===== src/rtl/image_streamer.sv =====
// rtl/image_streamer.sv - raster readback of the output image onto a valid/ready stream with frame checksum
module image_streamer #(
  parameter int IMG_W      = 64,
  parameter int IMG_H      = 64,
  parameter int ADDR_W     = 6,
  parameter int PIX_W      = 24,
  parameter int FIFO_DEPTH = 4
) (
  input  logic              clk,
  input  logic              rst,
  input  logic              start,
  output logic [ADDR_W-1:0] row,
  output logic [ADDR_W-1:0] col,
  input  logic [PIX_W-1:0]  in_pix,
  output logic              rd_en,
  output logic              m_valid,
  input  logic              m_ready,
  output logic [PIX_W-1:0]  m_data,
  output logic              m_sof,
  output logic              m_last,
  output logic              busy,
  output logic              done,
  output logic [31:0]       checksum
);

  localparam int PTR_W = $clog2(FIFO_DEPTH);
  localparam int CNT_W = PTR_W + 1;
  localparam int ENT_W = PIX_W + 2;

  typedef enum logic [1:0] {S_IDLE, S_READ, S_DRAIN, S_DONE} state_t;

  state_t             r_state;
  state_t             w_next_state;
  logic               r_start_q;
  logic [ADDR_W-1:0]  r_row;
  logic [ADDR_W-1:0]  r_col;
  logic               r_inflight;
  logic               r_infl_sof;
  logic               r_infl_last;
  logic [ENT_W-1:0]   r_mem [FIFO_DEPTH];
  logic [PTR_W-1:0]   r_wr_ptr;
  logic [PTR_W-1:0]   r_rd_ptr;
  logic [CNT_W-1:0]   r_count;
  logic [31:0]        r_checksum;

  logic               w_start_edge;
  logic               w_launch;
  logic               w_push;
  logic               w_pop;
  logic               w_credit_ok;
  logic               w_issue;
  logic               w_at_first;
  logic               w_at_final;
  logic               w_drained;
  logic [CNT_W:0]     w_used;
  logic [CNT_W:0]     w_limit;
  logic [ENT_W-1:0]   w_head;

  assign w_start_edge = start && !r_start_q;
  assign w_launch     = (r_state == S_IDLE) && w_start_edge;
  assign w_push       = r_inflight;
  assign w_pop        = m_valid && m_ready;
  assign w_at_first   = (r_row == '0) && (r_col == '0);
  assign w_at_final   = (r_row == ADDR_W'(IMG_H - 1)) && (r_col == ADDR_W'(IMG_W - 1));

  // Credit: buffered + in-flight entries must stay below depth, counting a pop this cycle as freed space.
  assign w_used      = {1'b0, r_count} + {{CNT_W{1'b0}}, r_inflight};
  assign w_limit     = (CNT_W + 1)'(FIFO_DEPTH) + {{CNT_W{1'b0}}, w_pop};
  assign w_credit_ok = w_used < w_limit;

  // Frame is finished once nothing is in flight and the buffer empties this cycle at the latest.
  assign w_drained = !r_inflight && ((r_count == '0) || ((r_count == CNT_W'(1)) && w_pop));

  // State register and start-edge history.
  always_ff @(posedge clk) begin
    if (rst) begin
      r_state   <= S_IDLE;
      r_start_q <= 1'b0;
    end else begin
      r_state   <= w_next_state;
      r_start_q <= start;
    end
  end

  // Next-state and control outputs; read issue is gated by FIFO credit.
  always_comb begin
    w_next_state = r_state;
    w_issue      = 1'b0;
    busy         = (r_state != S_IDLE);
    done         = 1'b0;
    case (r_state)
      S_IDLE: begin
        if (w_start_edge) w_next_state = S_READ;
      end
      S_READ: begin
        if (w_credit_ok) begin
          w_issue = 1'b1;
          if (w_at_final) w_next_state = S_DRAIN;
        end
      end
      S_DRAIN: begin
        if (w_drained) w_next_state = S_DONE;
      end
      S_DONE: begin
        done         = 1'b1;
        w_next_state = S_IDLE;
      end
      default: w_next_state = S_IDLE;
    endcase
  end

  assign rd_en = w_issue;
  assign row   = r_row;
  assign col   = r_col;

  // Raster address counter: advances only on an issued read, restarts at (0,0) on launch.
  always_ff @(posedge clk) begin
    if (rst || w_launch) begin
      r_row <= '0;
      r_col <= '0;
    end else if (w_issue) begin
      if (r_col == ADDR_W'(IMG_W - 1)) begin
        r_col <= '0;
        r_row <= (r_row == ADDR_W'(IMG_H - 1)) ? '0 : r_row + 1'b1;
      end else begin
        r_col <= r_col + 1'b1;
      end
    end
  end

  // Track the read in flight together with its frame-position tags.
  always_ff @(posedge clk) begin
    if (rst) begin
      r_inflight  <= 1'b0;
      r_infl_sof  <= 1'b0;
      r_infl_last <= 1'b0;
    end else begin
      r_inflight  <= w_issue;
      r_infl_sof  <= w_issue && w_at_first;
      r_infl_last <= w_issue && w_at_final;
    end
  end

  // FIFO storage, written with the returned pixel and its tags.
  always_ff @(posedge clk) begin
    if (w_push) r_mem[r_wr_ptr] <= {r_infl_last, r_infl_sof, in_pix};
  end

  // FIFO pointers and occupancy.
  always_ff @(posedge clk) begin
    if (rst) begin
      r_wr_ptr <= '0;
      r_rd_ptr <= '0;
      r_count  <= '0;
    end else begin
      if (w_push) r_wr_ptr <= r_wr_ptr + 1'b1;
      if (w_pop)  r_rd_ptr <= r_rd_ptr + 1'b1;
      case ({w_push, w_pop})
        2'b10:   r_count <= r_count + 1'b1;
        2'b01:   r_count <= r_count - 1'b1;
        default: r_count <= r_count;
      endcase
    end
  end

  assign w_head  = r_mem[r_rd_ptr];
  assign m_valid = (r_count != '0);
  assign m_data  = m_valid ? w_head[PIX_W-1:0] : '0;
  assign m_sof   = m_valid && w_head[PIX_W];
  assign m_last  = m_valid && w_head[PIX_W+1];

  // Frame checksum: cleared on launch, accumulates every accepted beat.
  always_ff @(posedge clk) begin
    if (rst || w_launch) r_checksum <= '0;
    else if (w_pop)      r_checksum <= r_checksum + {{(32 - PIX_W){1'b0}}, m_data};
  end

  assign checksum = r_checksum;

  a_no_overflow: assert property (@(posedge clk) disable iff (rst)
    !(w_push && (r_count == CNT_W'(FIFO_DEPTH))));

endmodule


===== config.mk =====
export PLATFORM = sky130hd
export DESIGN_NAME = image_streamer
export DESIGN_NICKNAME = d
export VERILOG_FILES = /design/src/rtl/image_streamer.sv
export SDC_FILE = /design/constraint.sdc
export NUM_CORES = 1
export LEC_CHECK = 0
export BUFFER_PORTS_ARGS = -buffer_cell sky130_fd_sc_hd__buf_2
export CAP_MARGIN = 40
export CELL_PAD_IN_SITES_DETAIL_PLACEMENT = 0
export CELL_PAD_IN_SITES_GLOBAL_PLACEMENT = 2
export CORE_AREA = 2 2 167 128
export CTS_CLUSTER_SIZE = 24
export DETAILED_ROUTE_END_ITERATION = 12
export DIE_AREA = 0 0 169 130
export PLACE_DENSITY_LB_ADDON = 0.3
export SETUP_SLACK_MARGIN = 0.1
export SLEW_MARGIN = 15
export SYNTH_ARGS = -nofsm -noshare
export SYNTH_HDL_FRONTEND = slang
export SYNTH_SLANG_ARGS = --single-unit

===== constraint.sdc =====
create_clock -name clk -period 10.2 [get_ports clk]
set_input_delay 0.51 -clock clk [delete_from_list [all_inputs] [get_ports clk]]
set_output_delay 0.51 -clock clk [all_outputs]
set_load 0.01 [all_outputs]

==> out/metrics.yaml <==
clocking:
  worst_skew_pair.late_latency_ns: 0.44
  cts_buffers: 17
  cts-root-to-sink-buffers: 2
  tritoncts_clock_tree: "yes"
  clock_sinks: 163
  cts_hold_repair.buffers: 0
  clk_root_buffer_cell: "sky130_fd_sc_hd__clkbuf_16"
  clk_transition_reported_paths_ns: 0.07
  post-cts-setup-buffers: 0
  post_cts_resize_count: 0
  h-tree-depth: 4
critical_path:
  worst_ep_required_time_ns: 10.54
  path_cells: "inv_1 -> ha_1 -> nand2b_1 -> buf_4 -> and2_1 -> ha_1 -> inv_1 -> fa_1 -> and2b_1 -> o2111ai_1 -> a211oi_2 -> o32ai_2 -> o32ai_2 -> a21oi_1 -> a31o_2"
  timing_worst_setup_path_type: "register to register"
  worst-r2r-cell-count: 15
  r2r_end: "checksum[24]"
  critical_path.startpoint_type: "register"
  setup.reg_to_reg.worst_slack_ns: 6.42
  worst_path_max_delay_cell: "sky130_fd_sc_hd__dfxtp_1"
  crit_path_end_kind: "register"
  crit_fanout: 28
  crit_path_max_incr_delay_ns: 0.43
  crit_arrival_ns: 4.12
  critical_path.reg2reg.startpoint: "r_count[0]"
die:
  rows: 46
  die_height_um: 130
  floorplan.initialDensity: 0.387
  fp.coreArea_sq_um: 20600
  fp.dieArea_sq_um: 22000
  io-pin-count: 102
  die_width_um: 169
timing:
  timing.clock.skew_ns: 0.0135
  tightest_slew_ns: 0.796
  final_critical_path_setup_slack_ns: 6.42
  timing.final.max_slew_violations: 0
  worst_hold_margin_ns: 0.281
  rsz0062_at_grt: "false"
  max_freq_mhz: 264
  setup_tns_ns: 0
  slew_headroom: 0.469
  timing_hold_violations_final: 0
  setup_viol: 0
  finalCriticalPeriod_ns: 3.78
  min_period_over_period: 0.371
synth:
  synth_edf_count: 104
  async_flop_share: 0
  ys_top_cells_by_area: "sky130_fd_sc_hd__edfxtp_1 39%, sky130_fd_sc_hd__dfxtp_1 15%, sky130_fd_sc_hd__mux4_2 7.1%, sky130_fd_sc_hd__ha_1 6.7%, sky130_fd_sc_hd__nand2_1 3.3%"
  syn-cell-area_sq_um: 7980
  synth_largest_area_cell: "sky130_fd_sc_hd__edfxtp_1"
  synth.most_common_cell: "sky130_fd_sc_hd__edfxtp_1"
  synth.cells.most_frequent: "104 x sky130_fd_sc_hd__edfxtp_1, 70 x sky130_fd_sc_hd__nand2_1, 59 x sky130_fd_sc_hd__dfxtp_1"
  number_of_synthesized_register_bits: 163
  synth_top_area_frac: 0.391
  mappedNetlistNets: 757
  synth_area_per_cell_sq_um: 11.7
  synthFlopType: "sky130_fd_sc_hd__edfxtp_1"
  synth_cell_types: 66
  yosysSeqAreaShare: 0.539
  synthCells: 685
  ys.warnings.count: 0
min_path:
  hold_start: "in_pix[2]"
  min_delay_path_depth: 1
  terminating_pin_of_the_worst_hold_path: "r_mem[1][2]"
  holdCritPathClass: "input pin to register"
drt:
  drt-wirelength-per-cell_um: 19.4
  route.antenna.remaining_nets: 0
  drt-vias-per-instance: 5.44
  drtPass1Iterations: 5
  drc: 0
  detailroute.via_count: 5771
  first_iter_violations: 379
  finalWirelength_mm: 20.6
cells_and_area:
  final_cell_area_sq_um: 9390
  filler_free_cell_count_of_the_finished_design: 1061
  final_core_utilization: 0.456
  fill_cells: 1945
  final_net_count: 856
  insertedDiodeCount: 0
  drive_above_1_share: 0.231
  area_growth_syn_to_layout_pct: 17.6
global_routing:
  grt_first_pass_wirelength_mm: 32.1
  first_global_vias: 5667
  grt-ovfl-total: 0
  global_route.usage.total: 0.193
  grt_max_degree: 35
  grt_antenna_before_repair: 0
power:
  clockPowerShare: 0.299
  leakage_nw: 3.61
  pwr_density_cell_nw_per_um2: 244
  ir_drop_uv: 94.3
  pwr-share-seq: 0.354
  pwr-share-comb: 0.347
  power.total_mw: 2.29
  power.internal_mw: 1.44
  switching_share: 0.373
  switchingPower_mw: 0.854
placement:
  port-buffer-count: 101
  gpl.final_weighted_congestion: 0.852
  dpl_worst_slack_ns: 6.45
  numPlacedInstances: 1029
  placement.cell_area_sq_um: 8770
  hpwlAfterDp_mm: 14.1
run:
  maxCapViolations: 0
outcome:
  status: "completed"
## power groups by stage
stage	logic [mW]	clock network (mW)	registers [mW]
3_5_place_dp	0.797	0	0.825
3_3_place_gp	0.771	0	0.837
5_1_grt	0.883	0.721	0.818
4_1_cts	0.803	0.697	0.811
2_1_floorplan	0.544	0	0.804
6_report	0.794	0.685	0.810
## worst max-delay path: cells and delay by family (launching register included)
family	cells	cell delay, ns
AOI/OAI and AO/OA	6	1.44
adders and majority gates	3	0.79
and+or+nand+nor	3	0.53
buffers and inverters	3	0.47
DFF	1	0.43
## worst max path at each step
stage | from | to | cells past startpoint | slack [ns]
detailed placement | r_count[0] | checksum[28] | 15 | 6.45
finish | r_count[0] | checksum[24] | 15 | 6.42
floorplan | register | checksum[31] | 12 | 6.87
global placement | register | checksum[31] | 10 | 6.20
global route | r_count[0] | checksum[28] | 15 | 6.14
CTS | r_count[0] | checksum[28] | 15 | 6.41
## cell usage in the layout (no fill, tap or decap), types with 3 or more instances in the layout
cell,n
sky130_fd_sc_hd__ha_1,43
sky130_fd_sc_hd__clkbuf_16,17
sky130_fd_sc_hd__inv_6,4
sky130_fd_sc_hd__xor2_1,18
sky130_fd_sc_hd__mux2i_1,5
sky130_fd_sc_hd__nor2b_1,7
sky130_fd_sc_hd__buf_4,6
sky130_fd_sc_hd__xnor2_1,12
sky130_fd_sc_hd__dfxtp_1,58
sky130_fd_sc_hd__nor2_1,47
sky130_fd_sc_hd__or3_1,4
sky130_fd_sc_hd__buf_2,101
sky130_fd_sc_hd__nand3_1,20
sky130_fd_sc_hd__nand4_1,14
sky130_fd_sc_hd__nor3_1,13
sky130_fd_sc_hd__o211ai_1,5
sky130_fd_sc_hd__o21ai_0,28
sky130_fd_sc_hd__mux4_2,25
sky130_fd_sc_hd__and3_1,10
sky130_fd_sc_hd__and2_1,29
sky130_fd_sc_hd__a21o_1,3
sky130_fd_sc_hd__a31oi_1,3
sky130_fd_sc_hd__nand2b_1,4
sky130_fd_sc_hd__a311oi_1,3
sky130_fd_sc_hd__o21ai_1,3
sky130_fd_sc_hd__inv_8,6
sky130_fd_sc_hd__a21oi_1,47
sky130_fd_sc_hd__o2111ai_1,3
sky130_fd_sc_hd__o21a_1,3
sky130_fd_sc_hd__or4_1,3
sky130_fd_sc_hd__nor4_1,4
sky130_fd_sc_hd__a211oi_1,8
sky130_fd_sc_hd__nand2_1,70
sky130_fd_sc_hd__o31ai_1,5
sky130_fd_sc_hd__inv_1,21
sky130_fd_sc_hd__edfxtp_1,104
## layout make-up
class                      instances  area [sq um]  area share
sequential                       163          4310       0.458
multi-input combinational        472          3480       0.370
timing repair buffer             108           571      0.0608
clock buffer                      17           425      0.0453
tap                              264           330      0.0352
clock inverter                    15           199      0.0212
inverter                          22          83.8     0.00893
## sequential cells by signal, indices dropped and copies added (netlist names), named ones only
register	cells
r_infl_sof	1
r_wr_ptr	2
r_state	2
r_inflight	1
r_start_q	1
r_rd_ptr	2
r_mem	104
r_count	3
col	6
row	6
r_infl_last	1
checksum	32
## cell families after synthesis
family	after synthesis	synth area share
AND/OR/NAND/NOR	233	0.144
buffers and inverters	50	0.0260
adder cells (fa/ha/maj)	44	0.0699
AO/OA/AOI/OAI	134	0.110
flip-flops	163	0.539
multiplexers	31	0.0782
XOR/XNOR	30	0.0329
## metal layers
metal | vias to the layer above | global-route usage | wire length (um)
met1 | 2855 | 0.276 | 10100
met3 | 22 | 0.0510 | 1140
met2 | 150 | 0.289 | 9020
met5 | - | 0 | 0
met4 | 0 | 0.0558 | 269
li1 | 2744 | - | -
(Power assumes the default switching activity.)
